==> src/rtl/key_ctrl_pkg.sv <==
// Shared types and defaults for the key loader.
// State enum, parity-good constant and default widths.
package key_ctrl_pkg;
   typedef enum logic [2:0] {
      IDLE    = 3'd0,
      SHIFT   = 3'd1,
      CHECK   = 3'd2,
      ARMED   = 3'd3,
      LOCKOUT = 3'd4
   } state_t;

   localparam logic PAR_GOOD     = 1'b0;
   localparam int   KEY_W_DEF    = 8;
   localparam int   MAX_FAIL_DEF = 4;
   localparam int   FAIL_W_DEF   = 3;
endpackage

==> src/rtl/key_shift_par.sv <==
// Serial-in key shifter, bit counter and running-XOR parity.
// Ports: clk, rst (async low), i_clr, i_en, i_sdi -> o_key, o_cnt, o_par.
module key_shift_par
   import key_ctrl_pkg::*;
#(
   parameter int KEY_W = KEY_W_DEF,
   parameter int CNT_W = $clog2(KEY_W + 2)
) (
   input  logic             clk,
   input  logic             rst,
   input  logic             i_clr,
   input  logic             i_en,
   input  logic             i_sdi,
   output logic [KEY_W-1:0] o_key,
   output logic [CNT_W-1:0] o_cnt,
   output logic             o_par
);
   logic [KEY_W-1:0] r_key;
   logic [CNT_W-1:0] r_cnt;
   logic             r_par;

   // Key bits arrive LSB first, so shift right and
   // insert at the MSB; the parity bit is not stored.
   always_ff @(posedge clk or negedge rst) begin
      if (!rst) begin
         r_key <= '0;
         r_cnt <= '0;
         r_par <= 1'b0;
      end else if (i_clr) begin
         r_key <= '0;
         r_cnt <= '0;
         r_par <= 1'b0;
      end else if (i_en) begin
         if (r_cnt < CNT_W'(KEY_W))
            r_key <= (r_key >> 1) |
                     (KEY_W'(i_sdi) << (KEY_W - 1));
         r_cnt <= r_cnt + 1'b1;
         r_par <= r_par ^ i_sdi;
      end
   end

   assign o_key = r_key;
   assign o_cnt = r_cnt;
   assign o_par = r_par;
endmodule

==> src/rtl/key_load_ctrl.sv <==
// Key provider: serial parity-checked load, arm, clear, lockout.
// Ports: clk, rst (async low), key_sdi/valid/ready, key_clear,
// keyinput, key_armed, fsm_hold, key_err, lockout; zeroize when
// KEY_ZEROIZE_EN is defined.
module key_load_ctrl
   import key_ctrl_pkg::*;
#(
   parameter int KEY_W    = KEY_W_DEF,
   parameter int MAX_FAIL = MAX_FAIL_DEF,
   parameter int FAIL_W   = FAIL_W_DEF
) (
   input  logic             clk,
   input  logic             rst,
   input  logic             key_sdi,
   input  logic             key_valid,
   output logic             key_ready,
   input  logic             key_clear,
   output logic [KEY_W-1:0] keyinput,
   output logic             key_armed,
   output logic             fsm_hold,
   output logic             key_err,
`ifdef KEY_ZEROIZE_EN
   input  logic             zeroize,
`endif
   output logic             lockout
);
   localparam int CNT_W = $clog2(KEY_W + 2);

   state_t            r_state;
   state_t            w_next;
   logic [KEY_W-1:0]  r_key;
   logic [FAIL_W-1:0] r_fail;
   logic [FAIL_W-1:0] w_fail_nxt;
   logic              r_run;
   logic [KEY_W-1:0]  w_sh_key;
   logic [CNT_W-1:0]  w_cnt;
   logic              w_par;
   logic              w_xfer;
   logic              w_good;
   logic              w_last;
   logic              w_zero;
   logic              w_zero_act;
   logic              w_clr;

`ifdef KEY_ZEROIZE_EN
   assign w_zero = zeroize;
`else
   assign w_zero = 1'b0;
`endif

   // Zeroize only acts in legal non-lockout states so that an
   // illegal encoding still falls through to LOCKOUT.
   assign w_zero_act = w_zero &&
      (r_state == IDLE || r_state == SHIFT ||
       r_state == CHECK || r_state == ARMED);

   assign w_xfer     = key_valid && key_ready;
   assign w_good     = (w_par == PAR_GOOD);
   assign w_last     = (w_cnt == CNT_W'(KEY_W));
   assign w_fail_nxt = r_fail + 1'b1;
   assign w_clr      = (r_state == CHECK) || w_zero_act;

   key_shift_par #(
      .KEY_W (KEY_W),
      .CNT_W (CNT_W)
   ) u_shift (
      .clk   (clk),
      .rst   (rst),
      .i_clr (w_clr),
      .i_en  (w_xfer && !w_zero_act),
      .i_sdi (key_sdi),
      .o_key (w_sh_key),
      .o_cnt (w_cnt),
      .o_par (w_par)
   );

   always_ff @(posedge clk or negedge rst) begin
      if (!rst) r_state <= IDLE;
      else      r_state <= w_next;
   end

   always_comb begin
      w_next = r_state;
      unique case (r_state)
         IDLE:    if (w_xfer) w_next = SHIFT;
         SHIFT:   if (w_xfer && w_last) w_next = CHECK;
         CHECK: begin
            if (w_good)
               w_next = ARMED;
            else if (w_fail_nxt == FAIL_W'(MAX_FAIL))
               w_next = LOCKOUT;
            else
               w_next = IDLE;
         end
         ARMED:   if (key_clear) w_next = IDLE;
         LOCKOUT: w_next = LOCKOUT;
         default: w_next = LOCKOUT;
      endcase
      if (w_zero_act) w_next = IDLE;
   end

   // key_ready is held off for one cycle after reset release.
   always_ff @(posedge clk or negedge rst) begin
      if (!rst) begin
         r_key  <= '0;
         r_fail <= '0;
         r_run  <= 1'b0;
      end else begin
         r_run <= 1'b1;
         if (w_zero_act)
            r_key <= '0;
         else if (r_state == CHECK && w_good)
            r_key <= w_sh_key;
         else if (r_state == ARMED && key_clear)
            r_key <= '0;
         if (r_state == CHECK && !w_good && !w_zero_act &&
             r_fail != FAIL_W'(MAX_FAIL))
            r_fail <= w_fail_nxt;
      end
   end

   always_comb begin
      key_ready = r_run &&
                  (r_state == IDLE || r_state == SHIFT);
      key_armed = (r_state == ARMED);
      fsm_hold  = (r_state != ARMED);
      key_err   = (r_state == CHECK) && !w_good && !w_zero_act;
      lockout   = (r_state == LOCKOUT);
      keyinput  = (r_state == LOCKOUT) ? '0 : r_key;
   end
endmodule

==> config.mk <==
export PLATFORM = sky130hd
export DESIGN_NAME = key_load_ctrl
export DESIGN_NICKNAME = d
export VERILOG_FILES = /design/src/rtl/key_ctrl_pkg.sv /design/src/rtl/key_shift_par.sv /design/src/rtl/key_load_ctrl.sv
export SDC_FILE = /design/constraint.sdc
export NUM_CORES = 1
export LEC_CHECK = 0
export ABC_AREA = 1
export CAP_MARGIN = 20
export CORE_MARGIN = 1.5
export CORE_UTILIZATION = 25
export CTS_CLUSTER_DIAMETER = 40
export CTS_CLUSTER_SIZE = 25
export DETAILED_ROUTE_END_ITERATION = 10
export PLACE_DENSITY = 0.42
export SYNTH_ARGS = -nofsm -noshare
export SYNTH_HDL_FRONTEND = slang
export SYNTH_SLANG_ARGS = --single-unit
==> constraint.sdc <==
create_clock -name clk -period 3.3 [get_ports clk]
set_input_delay 0.495 -clock clk [delete_from_list [all_inputs] [get_ports clk]]
set_output_delay 0.495 -clock clk [all_outputs]
set_load 0.005 [all_outputs]
==> summary.md, run 1 <==
| Metric | Value |
|---|---|
| PortBufs | `17` |
| Yosys warnings | `0` |
| CTS root buffer | `clkbuf_8` |
| GRT busiest layer | `met2` |
| Seq/Total Area, Yosys | `0.502` |
| Total I/O pin count | `18` |
| Number of routed nets with antenna violations | `0` |
| Final Util | `0.309` |
| TritonCTS buffer count | `3` |
| Primary FF master, synth | `dfrtp_1` |
| Critical setup path kind | `flip-flop to output pin` |
| Leakage | `0.756 nW` |
| Layout cells sized above 1 | `0.0791` |
| Wirelength per Cell | `11.4 um` |
| Die ar. | `6040 um^2` |
| CTS sink count | `28` |
| Worst-Margin Slew | `0.604 ns` |
| Post-CTS setup repair buffer count | `0` |
| Die width | `77.7 um` |
| Core Region | `roughly 5400 um^2` |
| Worst hold path class | `flip-flop to flip-flop` |
| Initial core utilization | `0.256` |
| Synth cell types | `25` |
| Via count | `~1,100` |
| CTS tree | `done` |
| Average instance area after synthesis | `between 8 and 9 um^2` |
| CTS H-tree lvls | `1` |
| Max-Cap Viols | `0` |
| Largest net degree at the start of global routing | `29` |
| Mapped Area | `1400 um^2` |
| Synth Register Bits | `28` |
| Met3 GRT Util | `0.0259` |
| Int Power | `roughly 0.8 mW` |
| First-pass GRT wire length | `slightly above 5000 um` |
| Initial drt markers | `44` |
| Crit path launch type | `flip-flop` |
| Die Height | `77.7 um` |
| GR met2 Demand/Resource | `0.186` |
| Crit-path max FO | `22` |
| R2R cell count | `6` |
| Worst skew pair latency | `between 0.2 and 0.3 ns` |
| Psw | `about 0.54 mW` |
| Tcrit/Tclk final | `0.767` |
| Power Total | `1.36 mW` |
| Highest clock rate | `0.395 GHz` |
| Synth Net Count | `169` |
| Vias/cell | `4.32` |
| Slew headroom | `0.595` |
| Diode count | `0` |
| CP required | `2.80 ns` |
| Post_cts resized | `0` |
| Global-route met1 utilization | `0.123` |
| Final Critical Period | `2.53 ns` |
| Worst Clk Skew | `0.00330 ns` |
| Hpwl dp | `2080 um` |
| Seq pwr share | `0.432` |
| Synth area leaders | `dfrtp_1 (50%), nand3_1 (7.9%), inv_1 (6.7%)` |
| Setup TNS Final | `0 ns` |
| Total Wirelength | `2850 um` |
| Number of global-route vias before repair | `1,090` |
| CTS Hold Buffers Added | `0` |
| Number of antenna violations at the first check in global routing | `0` |
| DRC | `0` |
| RSZ-0062 raised after global routing | `false` |
| Num rows | `27` |
| Yosys top cell area share | `0.502` |
| Count leader, synth | `dfrtp_1` |
| Worst hold stages | `2` |
| DRT Pass-1 Iters | `4` |
| Final #Nets | `~190` |
| Final GP Congestion | `roughly 0.72` |
| Maximum vdd drop | `between 0.0002 and 0.0003 V` |
| Async S/R FF share, synth | `1.00` |
| Switching share of power | `0.401` |
| Most common library cells after synthesis | `dfrtp_1 (28), inv_1 (25), nand3_1 (22)` |
| Cell taking the most area after synthesis | `dfrtp_1` |
| Number of flops mapped to enable cells by yosys | `0` |
| Finish-stage setup viols | `0` |
| Gate Count Post-Synth | `about 160` |
| Clock power frac | `0.136` |
| Critical Path AT | `2.04 ns` |
| Final hold violation count | `0` |
| Combinational share of power | `0.432` |
| Crit end category | `output pin` |
| GRT Residual Overflow | `0` |
| P per Cell Area | `810 nW/um^2` |
| Worst-path clk slew | `0.09 ns` |
| Area Overhead vs Synth | `20.4%` |
| Max clock buf depth | `2` |
| Final hold slack | `approximately 0.52 ns` |
| GRT Overall Usage | `0.104` |
| Outcome | `finished clean` |
| Slew Limit Fails | `0` |
layout make-up:
type                    instances  area [um^2]
fillers                       577         3760
flip-flops and latches         28          701
multi-input cells             102          573
repair buffers                 18          178
inverters                      26         97.6
well taps                      72         90.1
clock buffers                   3         41.3
layer usage:
layer	up-vias	part of all wire
li1	552	-
met2	18	0.51
met1	501	0.45
met3	5	0.032
met5	-	0
met4	0	0.0063
logic make-up after synthesis:
group | synth area share
xor gates and xnor gates | 0.0251
other | 0.00269
buffers and inverters | 0.0870
adders and majority gates | 0.0448
DFF | 0.502
and+or+nand+nor | 0.226
AOI/OAI and AO/OA | 0.112
sequential cells by signal (all words and copies together) (netlist names):
name,flops
r_key,8
r_run,1
u_shift.o_key,8
u_shift.o_cnt,4
r_fail,3
r_state,3
u_shift.o_par,1
path summary, 6_finish.rpt:
kind	startpoint	endpoint	slack (ns)
hold reg to reg	u_shift.o_key[7]$_DFFE_PN0P_	u_shift.o_key[6]$_DFFE_PN0P_	0.52
setup / recovery	r_state[2]$_DFFE_PN0P_	key_err	0.77
min in group asynchronous	rst	r_key[5]$_DFFE_PN0P_	0.61
setup reg to reg	r_state[2]$_DFFE_PN0P_	r_key[4]$_DFFE_PN0P_	1.57
hold / removal	u_shift.o_key[7]$_DFFE_PN0P_	u_shift.o_key[6]$_DFFE_PN0P_	0.52
max in group asynchronous	rst	r_fail[2]$_DFFE_PN0P_	2.42
worst max-delay path, cell delays in order (launching register included):
cell and delay [ns]:
dfrtp_1 0.43, inv_1 0.16, nand3_2 0.40, nor2_4 0.25
clkdlybuf4s50_1 0.53
layout by cell type, fill, tap and decap left out, types with 2 or more instances in the layout:
cell type        instances
o21ai_0                 18
nand3_2                  2
ha_1                     5
o21ai_1                  3
nand3_1                 22
nand4_1                  2
inv_1                   25
nor2_2                   2
a21oi_1                  2
nor2_1                  16
o22ai_1                  4
clkbuf_8                 3
xor2_1                   4
dfrtp_1                 28
clkdlybuf4s50_1         17
nand2_1                 15
per-stage QoR:
stage / std cells / instance area [um^2] / worst slack, ns
finish: 249 / 1680 / 0.769
global route: 249 / 1680 / 0.603
CTS: 249 / 1680 / 0.725
detailed placement: 246 / 1640 / 1.05
global placement: 246 / 1640 / 1.11
floorplan: 159 / 1400 / 1.88
power groups by stage:
stage / sequential [mW] / combinational, mW / clock, mW
floorplan: 0.565 / 0.405 / 0
detailed placement: 0.594 / 0.598 / 0
finish: 0.587 / 0.588 / 0.186
global placement: 0.585 / 0.590 / 0
global route: 0.607 / 0.684 / 0.210
CTS: 0.587 / 0.600 / 0.195
Power figures use the tool's default switching activity.
==> inputs of run 2 (changes only) <==
Clock period 3.3 ns to 2.35 ns, I/O delays scaled along.
==> run 2 against run 1 <==
Final cell count is 0.80% higher. Critical endpoint is now key_ready. Sequential share of layout area shrank 1.1 points. Sequential power up 41%. Core utilization grew 0.81 points. Register-to-register slack worse by 0.76 ns. Power increased by 51%. Count of clock-buffer cells in the layout unchanged. Wire length rose by 2.5%.
==> summary.md, run 2 (synthesized netlist as in run 1, its figures left out) <==
| Metric | Value |
|---|---|
| Number of routed nets with antenna violations | `0 (unchanged)` |
| Maximum vdd drop | `0.000410 V (+47%)` |
| P per Cell Area | `1190 nW/um^2 (+47%)` |
| GRT Residual Overflow | `0 (unchanged)` |
| Crit end category | `output pin` |
| Diode count | `0 (unchanged)` |
| Final instance area | `1720 um^2 (+2.6%)` |
| Setup TNS Final | `0 ns (unchanged)` |
| Crit-path max FO | `5 (-77%)` |
| Area Overhead vs Synth | `23.6%` |
| Critical-path top delay cell | `clkdlybuf4s50_1` |
| Initial drt markers | `39 (-11%)` |
| Final hold violation count | `0 (unchanged)` |
| CTS H-tree lvls | `1 (unchanged)` |
| Max Used Layer | `met4` |
| R2R cell count | `7 (+1)` |
| Wirelength per Cell | `11.6 um (+1.6%)` |
| GRT Overall Usage | `0.107 (+0.00297)` |
| Reg-to-Reg End | `r_key[4]$_DFFE_PN0P_` |
| Worst-path clk slew | `0.10 ns (about the same)` |
| Die width | `77.7 um (unchanged)` |
| Core Region | `5440 um^2 (unchanged)` |
| Final #Nets | `190 (+0.53%)` |
| Tcrit/Tclk final | `0.889` |
| R2r setup slk | `0.81 ns (-0.76 ns)` |
| Finish-stage setup viols | `0 (unchanged)` |
| Outcome | `finished clean` |
| First-pass GRT wire length | `5210 um (+3.6%)` |
| Final Critical Period | `approximately 2.1 ns` |
| Initial core utilization | `0.256 (unchanged)` |
| Final GP Congestion | `0.730 (+0.90%)` |
| Vias/cell | `4.46 (+3.2%)` |
| Max-Cap Viols | `0 (unchanged)` |
| Num rows | `27 (unchanged)` |
| Crit path cell chain | `inv_1, nand2_1, nor2_1, clkdlybuf4s50_1` |
| WL met2 | `1530 um (+4.1%)` |
| PortBufs | `17 (unchanged)` |
| Slew Limit Fails | `0 (unchanged)` |
| Crit path buf inv count | `2 (unchanged)` |
| Number of global-route vias before repair | `1,143 (+4.9%)` |
| CTS sink count | `28 (unchanged)` |
| Die Height | `77.7 um (unchanged)` |
| Final Util | `0.317 (+0.00805)` |
| TritonCTS buffer count | `3 (unchanged)` |
| Total Wirelength | `2920 um (+2.5%)` |
| Post-CTS setup repair buffer count | `0 (unchanged)` |
| Highest clock rate | `0.479 GHz` |
| Routed wire length on met3 | `104 um (+13%)` |
| CP delay by family, top | `buffers and inverters` |
| Crit path launch type | `flip-flop` |
| CP required | `2.00 ns (-0.80 ns)` |
| Layout cells sized above 1 | `0.0894 (+0.0103)` |
| CTS tree | `done` |
| Worst hold path class | `input port to asynchronous set/reset pin` |
| Die ar. | `6040 um^2 (unchanged)` |
| CTS root buffer | `clkbuf_8` |
| Total I/O pin count | `18 (unchanged)` |
| Hpwl dp | `2230 um (+7.3%)` |
| WL met1 | `1270 um (-0.24%)` |
| Largest net degree at the start of global routing | `29 (unchanged)` |
| DRT Pass-1 Iters | `4 (unchanged)` |
| Number of antenna violations at the first check in global routing | `0 (unchanged)` |
| Most frequent cells in the layout | `dfrtp_1 (28), inv_1 (25), nand3_1 (22)` |
| Critical setup path kind | `flip-flop to output pin` |
| Leakage | `0.773 nW (+2.3%)` |
| Worst skew pair latency | `0.27 ns (about the same)` |
| DRC | `0 (unchanged)` |
| Critical path's largest stage delay | `0.52 ns (about the same)` |
| Dpl cell area | `1650 um^2 (+0.46%)` |
| CTS Hold Buffers Added | `0 (unchanged)` |
| Worst Clk Skew | `0.00733 ns (+0.00404 ns)` |
| RSZ-0062 raised after global routing | `false` |
| Via count | `1,119 (+4.0%)` |
| Critical R2R Launch | `r_state[2]$_DFFE_PN0P_` |
| Most common cell after layout, fill and taps aside | `dfrtp_1` |
| Max clock buf depth | `2 (unchanged)` |
| Critical Path AT | `1.74 ns (-0.30 ns)` |
run 2: cell count changes in the layout (fill, tap and decap cells not counted):
cell | before | now
buf_4 | 1 | 2
nor3_2 | 1 | 0
nor3_4 | 0 | 1
bufinv_16 | 0 | 1
run 2: how the worst max path moves through the flow:
| stage | start | to | depth (start not counted) |
|---|---|---|---|
| 2_1_floorplan | r_state[0]$_DFFE_PN0P_ | keyinput[0] | 2 |
| 3_3_place_gp | r_state[0]$_DFFE_PN0P_ | lockout | 2 |
| 3_5_place_dp | r_state[0]$_DFFE_PN0P_ | lockout | 2 |
| 4_1_cts | r_state[2]$_DFFE_PN0P_ | lockout | 3 |
| 5_1_grt | r_state[2]$_DFFE_PN0P_ | key_ready | 4 |
| 6_report | r_state[2]$_DFFE_PN0P_ | key_ready | 4 |
run 2: repair_timing:
| item | CTS | global route |
|---|---|---|
| endpoints found under the setup margin | 0 | 1 |
| resized for setup | 0 | 1 |
| hold endpoints to repair | 0 | 0 |
run 2: final cells by class:
| cell class | count | area, um^2 |
|---|---|---|
| flip-flops and latches | 28 | 701 |
| multi-input cells | 102 | 579 |
| inverters | 26 | 97.6 |
| well taps | 72 | 90.1 |
| clock buffers | 3 | 41.3 |
| clock inverters | 1 | 30.0 |
| fillers | 568 | 3710 |
| repair buffers | 19 | 185 |
run 2: per-stage QoR:
step | power (mW) | setup slack (ns) | hold slack [ns] | std cells
2_1_floorplan | 1.36 | 1.07 | 0.0569 | 159
3_3_place_gp | 1.66 | 0.437 | 0.495 | 247
3_5_place_dp | 1.69 | 0.406 | 0.506 | 247
4_1_cts | 2.08 | 0.0889 | 0.464 | 251
5_1_grt | 2.25 | 0.135 | 0.490 | 251
6_report | 2.05 | 0.261 | 0.455 | 251
run 2: power breakdown:
group	total, mW	switching, mW	internal, mW
Combinational	0.846	0.480	0.365
Clock	0.378	0.150	0.228
Sequential	0.827	0.153	0.674
Total	2.05	0.783	1.27
run 2: metal layers:
layer  global-route usage  up-vias
met5                    0        -
met4               0.0182        0
met3               0.0306        4
met2                0.199       22
met1                0.122      542
li1                     -      551
==> inputs of run 3 (changes only) <==
Settings changed: CELL_PAD_IN_SITES_DETAIL_PLACEMENT set to 1, CELL_PAD_IN_SITES_GLOBAL_PLACEMENT set to 1, CTS_CLUSTER_SIZE 25 to 10, GPL_ROUTABILITY_DRIVEN set to 0, PLACE_DENSITY 0.42 to 0.52.
==> run 3 against run 2 <==
Combinational power rose by 2%. Non-clock buffer count is 1 higher. Setup slack better by 0.052 ns. Die area is the same. Largest power group unchanged.
==> summary.md, run 3 (synthesized netlist as in run 1, its figures left out) <==
| Metric | Value |
|---|---|
| Core Region | `5440 um^2 (unchanged)` |
| Power Total | `1.99 mW (-2.8%)` |
| P per Cell Area | `1170 nW/um^2 (-2.0%)` |
| Crit. Startpoint | `r_state[2]$_DFFE_PN0P_` |
| Crit-path max FO | `9 (+4)` |
| CTS tree | `done` |
| Max-Cap Viols | `0 (unchanged)` |
| Post-route setup slack | `0.313 ns (+0.0518 ns)` |
| Worst skew pair latency | `0.28 ns (about the same)` |
| Worst Clk Skew | `0.00315 ns (-0.00418 ns)` |
| Most common cell after layout, fill and taps aside | `dfrtp_1` |
| Final #Nets | `191 (+0.53%)` |
| Worst hold path class | `input port to asynchronous set/reset pin` |
| Number of antenna violations at the first check in global routing | `0 (unchanged)` |
| Total I/O pin count | `18 (unchanged)` |
| Die ar. | `6040 um^2 (unchanged)` |
| Reg-to-Reg End | `r_key[5]$_DFFE_PN0P_` |
| Crit path launch type | `flip-flop` |
| Post_cts resized | `0 (unchanged)` |
| R2r setup slk | `0.81 ns (about the same)` |
| Wirelength per Cell | `12.6 um (+8.1%)` |
| Critical path's largest stage delay | `0.51 ns (about the same)` |
| GRT Overall Usage | `0.117 (+0.00941)` |
| DRC | `0 (unchanged)` |
| Slew Limit Fails | `0 (unchanged)` |
| Critical Path AT | `1.68 ns (-0.06 ns)` |
| Post-Place Worst Slack | `0.612 ns (+0.206 ns)` |
| Final hold slack | `0.454 ns (-0.00142 ns)` |
| Tcrit/Tclk final | `0.867 (-0.0220)` |
| Initial drt markers | `26 (-33%)` |
| Outcome | `finished clean` |
| Max clock buf depth | `2 (unchanged)` |
| Largest net degree at the start of global routing | `29 (unchanged)` |
| Finish-stage setup viols | `0 (unchanged)` |
| DRT Pass-1 Iters | `4 (unchanged)` |
| Via count | `1,119 (unchanged)` |
| Post-CTS setup repair buffer count | `0 (unchanged)` |
| Most frequent cells in the layout | `dfrtp_1 (28), inv_1 (25), nand3_1 (22)` |
| Number of global-route vias before repair | `1,184 (+3.6%)` |
| Vias/cell | `4.44 (-0.40%)` |
| Area Overhead vs Synth | `22.5%` |
| Initial core utilization | `0.256 (unchanged)` |
| RSZ-0062 raised after global routing | `false` |
| Final hold violation count | `0 (unchanged)` |
| CTS H-tree lvls | `1 (unchanged)` |
| Layout cells sized above 1 | `0.0944 (+0.00506)` |
| # fillers | `647 (+14%)` |
| Setup TNS Final | `0 ns (unchanged)` |
| TritonCTS buffer count | `3 (unchanged)` |
| Crit path cell chain | `inv_1, nor3_2, buf_4, nor2_1, clkdlybuf4s50_1` |
| Worst-path clk slew | `0.10 ns (about the same)` |
| Hpwl dp | `2300 um (+3.4%)` |
| Critical R2R Launch | `r_state[2]$_DFFE_PN0P_` |
| Die Height | `77.7 um (unchanged)` |
| Final Critical Period | `2.04 ns (-0.0518 ns)` |
| Diode count | `0 (unchanged)` |
| Total Wirelength | `3170 um (+8.5%)` |
| Num rows | `27 (unchanged)` |
| GRT Residual Overflow | `0 (unchanged)` |
| Critical setup path kind | `flip-flop to output pin` |
| Worst setup path end | `keyinput[6]` |
| Highest clock rate | `0.491 GHz (+2.5%)` |
| Number of routed nets with antenna violations | `0 (unchanged)` |
| Crit end category | `output pin` |
| First-pass GRT wire length | `5550 um (+6.6%)` |
| CTS root buffer | `clkbuf_8` |
| Leakage | `0.773 nW (about the same)` |
| CP required | `2.00 ns (about the same)` |
| PortBufs | `17 (unchanged)` |
| Critical-path top delay cell | `clkdlybuf4s50_1` |
| Maximum vdd drop | `0.000419 V (+2.3%)` |
| CTS sink count | `28 (unchanged)` |
| CTS Hold Buffers Added | `0 (unchanged)` |
| R2R cell count | `7 (unchanged)` |
| Die width | `77.7 um (unchanged)` |
| Final Util | `0.314 (-0.00276)` |
-- run 3: cell types whose count changed in the layout (fill, tap and decap cells not counted) --
cell / before / now
bufinv_16: 1 / 0
buf_4: 2 / 3
nor3_2: 0 / 1
clkbuf_8: 3 / 4
nor3_4: 1 / 0
-- run 3: worst min path at each step --
stage	start	to	slack [ns]	cells after the start
floorplan	rst	r_fail[0]$_DFFE_PN0P_	0.06	0
global placement	u_shift.o_key[3]$_DFFE_PN0P_	u_shift.o_key[2]$_DFFE_PN0P_	0.49	2
detailed placement	u_shift.o_key[3]$_DFFE_PN0P_	u_shift.o_key[2]$_DFFE_PN0P_	0.51	2
CTS	rst	u_shift.o_key[4]$_DFFE_PN0P_	0.47	2
global route	rst	r_key[1]$_DFFE_PN0P_	0.49	2
finish	rst	r_key[4]$_DFFE_PN0P_	0.45	2
-- run 3: routing by layer --
layer | wire [um] | vias up | track usage
li1 | - | 553 | -
met1 | 1450 | 547 | 0.144
met2 | 1600 | 15 | 0.204
met3 | 84 | 4 | 0.0188
met4 | 29 | 0 | 0.0382
met5 | 0 | - | 0
-- run 3: area by class of cell --
class	instances	area, um^2	area share
flip-flops and latches	28	701	0.410
repair buffers	20	193	0.113
multi-input cells	102	573	0.335
clock buffers	4	55.1	0.0322
inverters	26	97.6	0.0571
well taps	72	90.1	0.0527
-- run 3: metrics by stage --
stage / std cells / area (um^2)
finish: 252 / 1710
global route: 252 / 1710
detailed placement: 248 / 1650
global placement: 248 / 1650
CTS: 252 / 1710
floorplan: 159 / 1400
-- run 3: report_power, final --
part	internal [mW]	switching, mW	leakage (nW)
clock	0.150	0.160	0.0288
combinational	0.368	0.497	0.376
sequential	0.674	0.144	0.369
-- run 3: worst max-delay path, delay by kind of cell, from the launching register on --
kind,cells,cell delay [ns]
buffers and inverters,3,0.82
flip-flops,1,0.42
AND/OR/NAND/NOR,2,0.15
